--- src/rtl/axil_cmd_master.sv ---
// AXI4-Lite initiator: turns a valid/ready command stream into single-beat AXI-Lite
// reads and writes, one outstanding, with a bounded response wait.
module axil_cmd_master #(
  parameter int unsigned ADDR_W         = 32,
  parameter int unsigned TIMEOUT_CYCLES = 1024,
  parameter logic [31:0] TIMEOUT_RDATA  = 32'hDEAD_BEEF
) (
  input  logic              m_axi_aclk,
  input  logic              m_axi_areset,

  input  logic              cmd_valid,
  output logic              cmd_ready,
  input  logic              cmd_write,
  input  logic [ADDR_W-1:0] cmd_addr,
  input  logic [31:0]       cmd_wdata,
  input  logic [3:0]        cmd_wstrb,

  output logic              rsp_valid,
  input  logic              rsp_ready,
  output logic              rsp_write,
  output logic [31:0]       rsp_rdata,
  output logic [1:0]        rsp_resp,
  output logic              rsp_timeout,
  output logic              busy,

  output logic [ADDR_W-1:0] m_axi_awaddr,
  output logic [2:0]        m_axi_awprot,
  output logic              m_axi_awvalid,
  input  logic              m_axi_awready,
  output logic [31:0]       m_axi_wdata,
  output logic [3:0]        m_axi_wstrb,
  output logic              m_axi_wvalid,
  input  logic              m_axi_wready,
  input  logic [1:0]        m_axi_bresp,
  input  logic              m_axi_bvalid,
  output logic              m_axi_bready,
  output logic [ADDR_W-1:0] m_axi_araddr,
  output logic [2:0]        m_axi_arprot,
  output logic              m_axi_arvalid,
  input  logic              m_axi_arready,
  input  logic [31:0]       m_axi_rdata,
  input  logic [1:0]        m_axi_rresp,
  input  logic              m_axi_rvalid,
  output logic              m_axi_rready
);

  typedef enum logic [2:0] {
    S_IDLE  = 3'd0,
    S_WR    = 3'd1,
    S_WB    = 3'd2,
    S_RA    = 3'd3,
    S_RD    = 3'd4,
    S_RSP   = 3'd5,
    S_STALE = 3'd6
  } state_t;

  localparam int unsigned CNT_W      = (TIMEOUT_CYCLES > 1) ? $clog2(TIMEOUT_CYCLES) : 1;
  localparam logic [CNT_W-1:0] CNT_LAST = CNT_W'((TIMEOUT_CYCLES > 0) ? (TIMEOUT_CYCLES - 1) : 0);
  localparam bit          TIMEOUT_EN = (TIMEOUT_CYCLES != 0);

  state_t             state_q, state_d;
  logic [ADDR_W-1:0]  addr_q, addr_d;
  logic [31:0]        wdata_q, wdata_d;
  logic [3:0]         wstrb_q, wstrb_d;
  logic               write_q, write_d;
  logic               awvalid_q, awvalid_d;
  logic               wvalid_q, wvalid_d;
  logic               bready_q, bready_d;
  logic               arvalid_q, arvalid_d;
  logic               rready_q, rready_d;
  logic               rsp_valid_q, rsp_valid_d;
  logic               rsp_write_q, rsp_write_d;
  logic [31:0]        rsp_rdata_q, rsp_rdata_d;
  logic [1:0]         rsp_resp_q, rsp_resp_d;
  logic               rsp_timeout_q, rsp_timeout_d;
  logic               stale_q, stale_d;
  logic [CNT_W-1:0]   cnt_q, cnt_d;

  logic aw_hs, w_hs, b_hs, ar_hs, r_hs, expired;

  assign aw_hs   = awvalid_q && m_axi_awready;
  assign w_hs    = wvalid_q  && m_axi_wready;
  assign b_hs    = bready_q  && m_axi_bvalid;
  assign ar_hs   = arvalid_q && m_axi_arready;
  assign r_hs    = rready_q  && m_axi_rvalid;
  assign expired = TIMEOUT_EN && (cnt_q == CNT_LAST);

  // State and output registers; every AXI and response output comes straight from here.
  always_ff @(posedge m_axi_aclk or posedge m_axi_areset) begin
    if (m_axi_areset) begin
      state_q       <= S_IDLE;
      addr_q        <= {ADDR_W{1'b0}};
      wdata_q       <= 32'h0000_0000;
      wstrb_q       <= 4'h0;
      write_q       <= 1'b0;
      awvalid_q     <= 1'b0;
      wvalid_q      <= 1'b0;
      bready_q      <= 1'b0;
      arvalid_q     <= 1'b0;
      rready_q      <= 1'b0;
      rsp_valid_q   <= 1'b0;
      rsp_write_q   <= 1'b0;
      rsp_rdata_q   <= 32'h0000_0000;
      rsp_resp_q    <= 2'b00;
      rsp_timeout_q <= 1'b0;
      stale_q       <= 1'b0;
      cnt_q         <= {CNT_W{1'b0}};
    end else begin
      state_q       <= state_d;
      addr_q        <= addr_d;
      wdata_q       <= wdata_d;
      wstrb_q       <= wstrb_d;
      write_q       <= write_d;
      awvalid_q     <= awvalid_d;
      wvalid_q      <= wvalid_d;
      bready_q      <= bready_d;
      arvalid_q     <= arvalid_d;
      rready_q      <= rready_d;
      rsp_valid_q   <= rsp_valid_d;
      rsp_write_q   <= rsp_write_d;
      rsp_rdata_q   <= rsp_rdata_d;
      rsp_resp_q    <= rsp_resp_d;
      rsp_timeout_q <= rsp_timeout_d;
      stale_q       <= stale_d;
      cnt_q         <= cnt_d;
    end
  end

  // Next-state and next-output logic for the transaction sequencer.
  always_comb begin
    state_d       = state_q;
    addr_d        = addr_q;
    wdata_d       = wdata_q;
    wstrb_d       = wstrb_q;
    write_d       = write_q;
    awvalid_d     = awvalid_q;
    wvalid_d      = wvalid_q;
    bready_d      = bready_q;
    arvalid_d     = arvalid_q;
    rready_d      = rready_q;
    rsp_valid_d   = rsp_valid_q;
    rsp_write_d   = rsp_write_q;
    rsp_rdata_d   = rsp_rdata_q;
    rsp_resp_d    = rsp_resp_q;
    rsp_timeout_d = rsp_timeout_q;
    stale_d       = stale_q;
    cnt_d         = cnt_q;

    case (state_q)
      S_IDLE: begin
        if (cmd_valid) begin
          addr_d  = cmd_addr;
          wdata_d = cmd_wdata;
          wstrb_d = cmd_wstrb;
          write_d = cmd_write;
          if (cmd_write) begin
            awvalid_d = 1'b1;
            wvalid_d  = 1'b1;
            state_d   = S_WR;
          end else begin
            arvalid_d = 1'b1;
            state_d   = S_RA;
          end
        end else begin
          state_d = S_IDLE;
        end
      end

      S_WR: begin
        if (aw_hs) awvalid_d = 1'b0;
        else       awvalid_d = awvalid_q;
        if (w_hs)  wvalid_d  = 1'b0;
        else       wvalid_d  = wvalid_q;
        if (!awvalid_d && !wvalid_d) begin
          bready_d = 1'b1;
          cnt_d    = {CNT_W{1'b0}};
          state_d  = S_WB;
        end else begin
          state_d = S_WR;
        end
      end

      S_WB: begin
        rsp_write_d = 1'b1;
        rsp_rdata_d = 32'h0000_0000;
        // A B handshake on the expiry cycle takes priority over the timeout.
        if (b_hs) begin
          rsp_resp_d    = m_axi_bresp;
          rsp_timeout_d = 1'b0;
          rsp_valid_d   = 1'b1;
          bready_d      = 1'b0;
          state_d       = S_RSP;
        end else if (expired) begin
          rsp_resp_d    = 2'b10;
          rsp_timeout_d = 1'b1;
          rsp_valid_d   = 1'b1;
          stale_d       = 1'b1;
          state_d       = S_RSP;
        end else begin
          cnt_d = cnt_q + CNT_W'(1);
        end
      end

      S_RA: begin
        if (ar_hs) begin
          arvalid_d = 1'b0;
          rready_d  = 1'b1;
          cnt_d     = {CNT_W{1'b0}};
          state_d   = S_RD;
        end else begin
          state_d = S_RA;
        end
      end

      S_RD: begin
        rsp_write_d = 1'b0;
        if (r_hs) begin
          rsp_rdata_d   = m_axi_rdata;
          rsp_resp_d    = m_axi_rresp;
          rsp_timeout_d = 1'b0;
          rsp_valid_d   = 1'b1;
          rready_d      = 1'b0;
          state_d       = S_RSP;
        end else if (expired) begin
          rsp_rdata_d   = TIMEOUT_RDATA;
          rsp_resp_d    = 2'b10;
          rsp_timeout_d = 1'b1;
          rsp_valid_d   = 1'b1;
          stale_d       = 1'b1;
          state_d       = S_RSP;
        end else begin
          cnt_d = cnt_q + CNT_W'(1);
        end
      end

      S_RSP: begin
        // The late response may already arrive while the timeout response is held.
        if (stale_q && (b_hs || r_hs)) begin
          stale_d  = 1'b0;
          bready_d = 1'b0;
          rready_d = 1'b0;
        end else begin
          stale_d = stale_q;
        end
        if (rsp_ready) begin
          rsp_valid_d = 1'b0;
          state_d     = stale_d ? S_STALE : S_IDLE;
        end else begin
          state_d = S_RSP;
        end
      end

      S_STALE: begin
        if (b_hs || r_hs) begin
          stale_d  = 1'b0;
          bready_d = 1'b0;
          rready_d = 1'b0;
          state_d  = S_IDLE;
        end else begin
          state_d = S_STALE;
        end
      end

      default: begin
        awvalid_d   = 1'b0;
        wvalid_d    = 1'b0;
        arvalid_d   = 1'b0;
        bready_d    = 1'b0;
        rready_d    = 1'b0;
        rsp_valid_d = 1'b0;
        stale_d     = 1'b0;
        state_d     = S_IDLE;
      end
    endcase
  end

  assign cmd_ready     = (state_q == S_IDLE);
  assign busy          = (state_q != S_IDLE);

  assign rsp_valid     = rsp_valid_q;
  assign rsp_write     = rsp_write_q;
  assign rsp_rdata     = rsp_rdata_q;
  assign rsp_resp      = rsp_resp_q;
  assign rsp_timeout   = rsp_timeout_q;

  assign m_axi_awaddr  = addr_q;
  assign m_axi_awprot  = 3'b000;
  assign m_axi_awvalid = awvalid_q;
  assign m_axi_wdata   = wdata_q;
  assign m_axi_wstrb   = wstrb_q;
  assign m_axi_wvalid  = wvalid_q;
  assign m_axi_bready  = bready_q;
  assign m_axi_araddr  = addr_q;
  assign m_axi_arprot  = 3'b000;
  assign m_axi_arvalid = arvalid_q;
  assign m_axi_rready  = rready_q;

endmodule

--- config.mk ---
export PLATFORM = sky130hd
export DESIGN_NAME = axil_cmd_master
export DESIGN_NICKNAME = d
export VERILOG_FILES = /design/src/rtl/axil_cmd_master.sv
export SDC_FILE = /design/constraint.sdc
export NUM_CORES = 1
export LEC_CHECK = 0
export BUFFER_PORTS_ARGS = -buffer_cell sky130_fd_sc_hd__buf_2
export CAP_MARGIN = 15
export CORE_UTILIZATION = 47
export DETAILED_ROUTE_END_ITERATION = 10
export GPL_ROUTABILITY_DRIVEN = 1
export HOLD_SLACK_MARGIN = 0.06
export PLACE_DENSITY = 0.93
export RECOVER_POWER = 100
export SYNTH_ARGS = -nofsm -noshare
export SYNTH_HDL_FRONTEND = slang
export SYNTH_SLANG_ARGS = --single-unit
--- constraint.sdc ---
create_clock -name m_axi_aclk -period 5.3 [get_ports m_axi_aclk]
set_input_delay 0.795 -clock m_axi_aclk [delete_from_list [all_inputs] [get_ports m_axi_aclk]]
set_output_delay 0.795 -clock m_axi_aclk [all_outputs]
set_load 0.005 [all_outputs]
==> results_dict.tcl, run 1 <==
set metrics [dict create \
    arrival_ps 4180 \
    placed_cells 829 \
    io_pins 264 \
    synth_area_sq_mm 0.00559 \
    grt_pass1_vias 4523 \
    maxSlewViolCount 126 \
    route.vias.total 4582 \
    path_clk_slew_ps 60 \
    cp-end-kind "flip-flop" \
    nets 820 \
    rsz0062_at_grt "false" \
    seqCellArea_sq_mm 0.00310 \
    drt_wl_total_mm 14.2 \
    fp-row-count 39 \
    switching_power_w 0.00158 \
    cpMaxStageDelayCell "and2_0" \
    cts_root_buf "clkbuf_16" \
    setup_ws_ps 1410 \
    crit_path_max_incr_delay_ps 1480 \
    yosys-top-cells-area "dfrtp_1, mux2_2, buf_4" \
    clock_skew_ps 10.5 \
    finalHoldViolations 0 \
    outcome "complete, but fails checks" \
    cp-start-kind "flip-flop" \
    async_reset_ff_frac 1.00 \
    maxSlewHeadroom -0.791 \
    busiest_layer "met2" \
    swShare 0.353 \
    cts.sinks 124 \
    antenna_cells 0 \
    cts_buffers 17 \
    synth_fa_ha_area_frac 0.00403 \
    synth_xor_area_frac 0 \
    critPathMaxFanout 40 \
    die_w_um 111 \
    max_freq_mhz 257 \
    ir_drop_mv 0.280 \
    worstPathCellList "or2_0 > nor2_1 > and2_0 > buf_4 > mux2_2" \
    ys.flop_type "dfrtp_1" \
    cellPowerDensity_mw_per_mm2 623 \
    min_from "rsp_write" \
    grt.overflow.total 0 \
    drc 40 \
    ant_nets 0 \
    critical_path.startpoint "state_q[0]" \
    path_buf_inv 1 \
    rr_startpoint "state_q[0]" \
    drt-pass1-iter-count 8 \
    ctsLongestPathBuffers 2 \
    critPathRequiredTime_ps 5590 \
    die_h_um 111 \
    violations "design-rule violations, max-capacitance violations, max-slew violations" \
    via_per_inst 5.32 \
    synth_top_family_by_area "multiplexers" \
    numPortBuffers 257 \
    syn_area_per_cell_sq_um 11.5 \
    clkLatencyLatePin_ps 410 \
    synth_compound_area_frac 0.111 \
    grt_use_met3 0.0596 \
    die_area_sq_mm 0.0123 \
    grt_max_degree 65 \
    place.gp.congestion 0.883 \
    cts-resized-gates 0 \
    gr-usage-all-layers 0.238 \
    fin_cells 861 \
    yosys.area_share.simple 0.107 \
    setup_viol 0 \
    wire_per_inst_um 16.5 \
    drv_cap 3 \
    multiInputGateArea_sq_mm 0.00203 \
    ys_types 52 \
    fill_cells 998 \
    combPwrFrac 0.361 \
    dp_slack_ps 2370 \
    coreArea_sq_mm 0.0115 \
    synth.area.mux_share 0.141 \
    antenna_found_initial 0 \
    yosysWarningCount 0 \
    cp_top_family "simple AND/OR/NAND/NOR gates" \
    tightest_slew_ps 2670 \
    post-cts-setup-buffers 0 \
    period_share 0.734 \
    cts_tree "yes" \
    hp-class "reg2reg" \
    htreeDepth 4 \
    yosysMostFrequentCell "dfrtp_1" \
    dr.first_iter.drc_count 400 \
    worst-setup-path-type "reg2reg" \
    intPower_w 0.00288 \
    synth-seq-cells 124 \
    power_leakage_nw 3.38 \
    yosysSeqAreaShare 0.555 \
    seq_power_share 0.378 \
    setup_tns_ps 0 \
    drive_above_1_share 0.409 \
    synth_top_area_cell "dfrtp_1" \
    use_met2 0.430 \
    synth_cells 488 \
    synth_enable_flop_cells 0 \
    synth_commonest_cells "dfrtp_1, mux2_2, nand2_1, buf_4, a21oi_1" \
    fin_crit_ps 3890 \
    start_util 0.485 \
    dp_hpwl_mm 10.1 \
    grt_pass1_wl_mm 22.8 \
    p_clk_frac 0.261 \
    netlist.area_leader.share 0.555 \
    postCtsHoldBufs 0 \
    met1_usage 0.273 \
    area_growth_pct 28.0 \
]
==> state kept, by name (all words and copies together), names as in the netlist, 2 cells and up <==
signal / flops
cnt_q: 10
m_axi_wstrb: 4
rsp_resp: 2
state_q: 3
m_axi_wdata: 32
rsp_rdata: 32
m_axi_araddr: 32
==> layout by cell type, fill, tap and decap left out, drive strengths merged, types with 3 or more instances in the layout <==
| master | count |
|---|---|
| buf | 191 |
| dfrtp | 124 |
| clkbuf | 87 |
| mux2 | 68 |
| nand2 | 44 |
| a21oi | 33 |
| nor3 | 28 |
| o21ai | 15 |
| nor2 | 13 |
| a31oi | 11 |
| inv | 11 |
| a22o | 10 |
| nand3 | 7 |
| nand2b | 6 |
| conb | 6 |
| and2 | 6 |
| nand4 | 5 |
| o211ai | 5 |
| nor2b | 4 |
| clkinvlp | 4 |
| and3 | 3 |
| or2 | 3 |
| clkinv | 3 |
==> kinds of logic after synthesis <==
group	count (synthesis)
DFF	124
muxes	70
buffers and inverters	73
AOI/OAI and AO/OA	95
other	1
adders and majority gates	2
and+or+nand+nor	123
==> worst register-to-register path, delay by kind of cell, from the launching register on <==
family | cells | cell delay, ps
flops | 1 | 660
mux | 1 | 430
buf+inv | 1 | 650
simple gates | 3 | 2030
==> per-layer routing <==
metal,vias to the layer above,wire [um],part of all wire
li1,2128,-,-
met1,2205,5390,0.38
met2,219,7630,0.54
met3,30,978,0.069
met4,0,228,0.016
met5,-,0,0
==> cell type report <==
type                    instances  share of cell area
repair buffers                260               0.170
multi-input cells             296               0.284
well taps                     143              0.0250
inverters                       6             0.00332
clock buffers                  18              0.0614
clock inverters                14              0.0219
flip-flops and latches        124               0.434
==> per-stage QoR <==
stage          hold slack (ps)  utilization  area, sq um  power [W]
6_report                   485        0.621         7150    0.00446
5_1_grt                    513        0.621         7150    0.00474
4_1_cts                    488        0.631         7260    0.00456
3_5_place_dp               466        0.579         6670    0.00338
3_3_place_gp               462        0.579         6670    0.00330
2_1_floorplan              451            -         5610    0.00277
==> power by group through the flow <==
| stage | registers [W] | logic, W | clock network, W |
|---|---|---|---|
| floorplan | 0.00166 | 0.00111 | 0 |
| global placement | 0.00166 | 0.00163 | 0 |
| detailed placement | 0.00168 | 0.00169 | 0 |
| CTS | 0.00168 | 0.00170 | 0.00118 |
| global route | 0.00175 | 0.00177 | 0.00122 |
| finish | 0.00169 | 0.00161 | 0.00116 |
==> final timing paths <==
kind | to | slack [ps] | cells past startpoint
setup / recovery | m_axi_wstrb[3] | 1410 | 5
hold / removal | rsp_write | 480 | 2
setup reg to reg | m_axi_wstrb[3] | 1410 | 5
hold reg to reg | rsp_write | 480 | 2
max in group asynchronous | m_axi_wvalid | 2450 | 3
min in group asynchronous | m_axi_araddr[23] | 1130 | 2
No activity file was read; power rests on OpenSTA's default activity.
==> inputs of run 2 (changes only) <==
clock period = 3.65 ns   (was 5.3 ns; I/O delays follow)
==> run 2 against run 1 <==
- the flow still finishes with violations (design-rule violations, max-capacitance violations, max-slew violations)
- clock-buffer cell count grew 6
- global-route usage grew 0.44 points
- register-to-register slack lost 680 ps
- combinational power grew 50%
- wire length grew 2.5%
- clock power grew 36%
- sequential power grew 44%
- largest power group unchanged
- highest routed layer unchanged
==> results_dict.tcl, run 2 (synthesis results as in run 1) <==
set metrics [dict create \
    antenna_found_initial 1 \
    cellPowerDensity_mw_per_mm2 896 \
    htreeDepth 4 \
    grt_max_degree 52 \
    clock_skew_ps 7.13 \
    setup_tns_ps 0 \
    critPathRequiredTime_ps 4000 \
    hp-class "in2async" \
    setup_viol 0 \
    via_per_inst 5.31 \
    cp-end-kind "flip-flop" \
    numPortBuffers 257 \
    drv_cap 1 \
    die_area_sq_mm 0.0123 \
    maxSlewViolCount 31 \
    fin_crit_ps 2930 \
    tightest_slew_ps 1780 \
    r2r_end "rsp_rdata[20]" \
    nets 826 \
    rr_worst_depth 6 \
    fin_hold_ws_ps 267 \
    area_growth_pct 28.3 \
    dr.first_iter.drc_count 375 \
    path_clk_slew_ps 60 \
    final_common_cell "buf_2" \
    ir_drop_mv 0.433 \
    gr-usage-all-layers 0.243 \
    clkLatencyLatePin_ps 410 \
    grt_pass1_vias 4434 \
    drt_wl_total_mm 14.6 \
    drt-pass1-iter-count 8 \
    finalHoldViolations 0 \
    drive_above_1_share 0.398 \
    maxSlewHeadroom -0.184 \
    max_freq_mhz 342 \
    cp-start-kind "flip-flop" \
    arrival_ps 3270 \
    final_cell_mix "buf_2, dfrtp_1, clkbuf_1, mux2_2, nand2_1" \
    die_w_um 111 \
    cts_buffers 17 \
    power_leakage_nw 3.37 \
    cts-resized-gates 0 \
    outcome "complete, but fails checks" \
    route.vias.total 4602 \
    fp-row-count 39 \
    place.gp.congestion 0.888 \
    worst-setup-path-type "reg2reg" \
    grt_pass1_wl_mm 23.0 \
    r2r_setup_slack_ps 720 \
    cts_tree "yes" \
    postCtsHoldBufs 0 \
    rr_startpoint "state_q[1]" \
    power_w 0.00643 \
    grt.overflow.total 0 \
    coreArea_sq_mm 0.0115 \
    rsz0062_at_grt "false" \
    period_share 0.802 \
    cts_root_buf "clkbuf_16" \
    critPathMaxFanout 29 \
    start_util 0.485 \
    ant_nets 0 \
    die_h_um 111 \
    post-cts-setup-buffers 0 \
    drc 40 \
    fill_cells 984 \
    io_pins 264 \
    cts.sinks 124 \
    wire_per_inst_um 16.8 \
    ctsLongestPathBuffers 2 \
    violations "design-rule violations, max-capacitance violations, max-slew violations" \
    dp_hpwl_mm 10.5 \
]
run 2: report_power, final:
part           total (W)  leakage, nW  switching, W  internal [W]
logic            0.00241         1.57       0.00124       0.00118
registers        0.00243         1.54      0.000436       0.00199
clock network    0.00158        0.264      0.000567       0.00101
total            0.00643         3.37       0.00224       0.00419
run 2: how the worst max path moves through the flow:
stage,from,end,depth (start not counted)
final,state_q[1],rsp_rdata[20],6
after global routing,state_q[1],rsp_rdata[20],6
after CTS,state_q[1],m_axi_wdata[21],5
after detailed placement,state_q[1],m_axi_wdata[21],5
after global placement,state_q[1],m_axi_wdata[17],5
after floorplan,m_axi_areset,cnt_q[0],1
run 2: final cells by class:
cell class / count / area [sq um] / share of cell area
clock buffer: 24 / 462 / 0.0644
multi-input combinational: 296 / 2030 / 0.284
clock inverter: 6 / 90.1 / 0.0126
tap: 143 / 179 / 0.0250
timing repair buffer: 266 / 1280 / 0.178
inverter: 6 / 23.8 / 0.00332
sequential: 124 / 3100 / 0.433
antenna: 1 / 2.50 / 0.000349
run 2: through the flow:
stage | cells | worst slack [ps] | area (sq um) | utilization
floorplan | 493 | 1580 | 5610 | -
global route | 866 | 554 | 7170 | 0.623
global placement | 834 | 1220 | 6730 | 0.585
finish | 866 | 724 | 7170 | 0.623
CTS | 864 | 1150 | 7280 | 0.632
detailed placement | 834 | 1160 | 6730 | 0.585
run 2: layer usage:
metal	part of all wire	up-vias	GRT usage
met1	0.39	2210	0.279
met4	0.024	0	0.0982
met2	0.52	225	0.420
li1	-	2138	-
met5	0	-	0
met3	0.066	29	0.0765
run 2: worst max-delay path, stage by stage (launching register included):
cell      delay, ps
dfrtp_1         690
or2_0           240
or2_2           490
a21o_1          260
clkbuf_1        680
and2_4          340
a22o_1          140
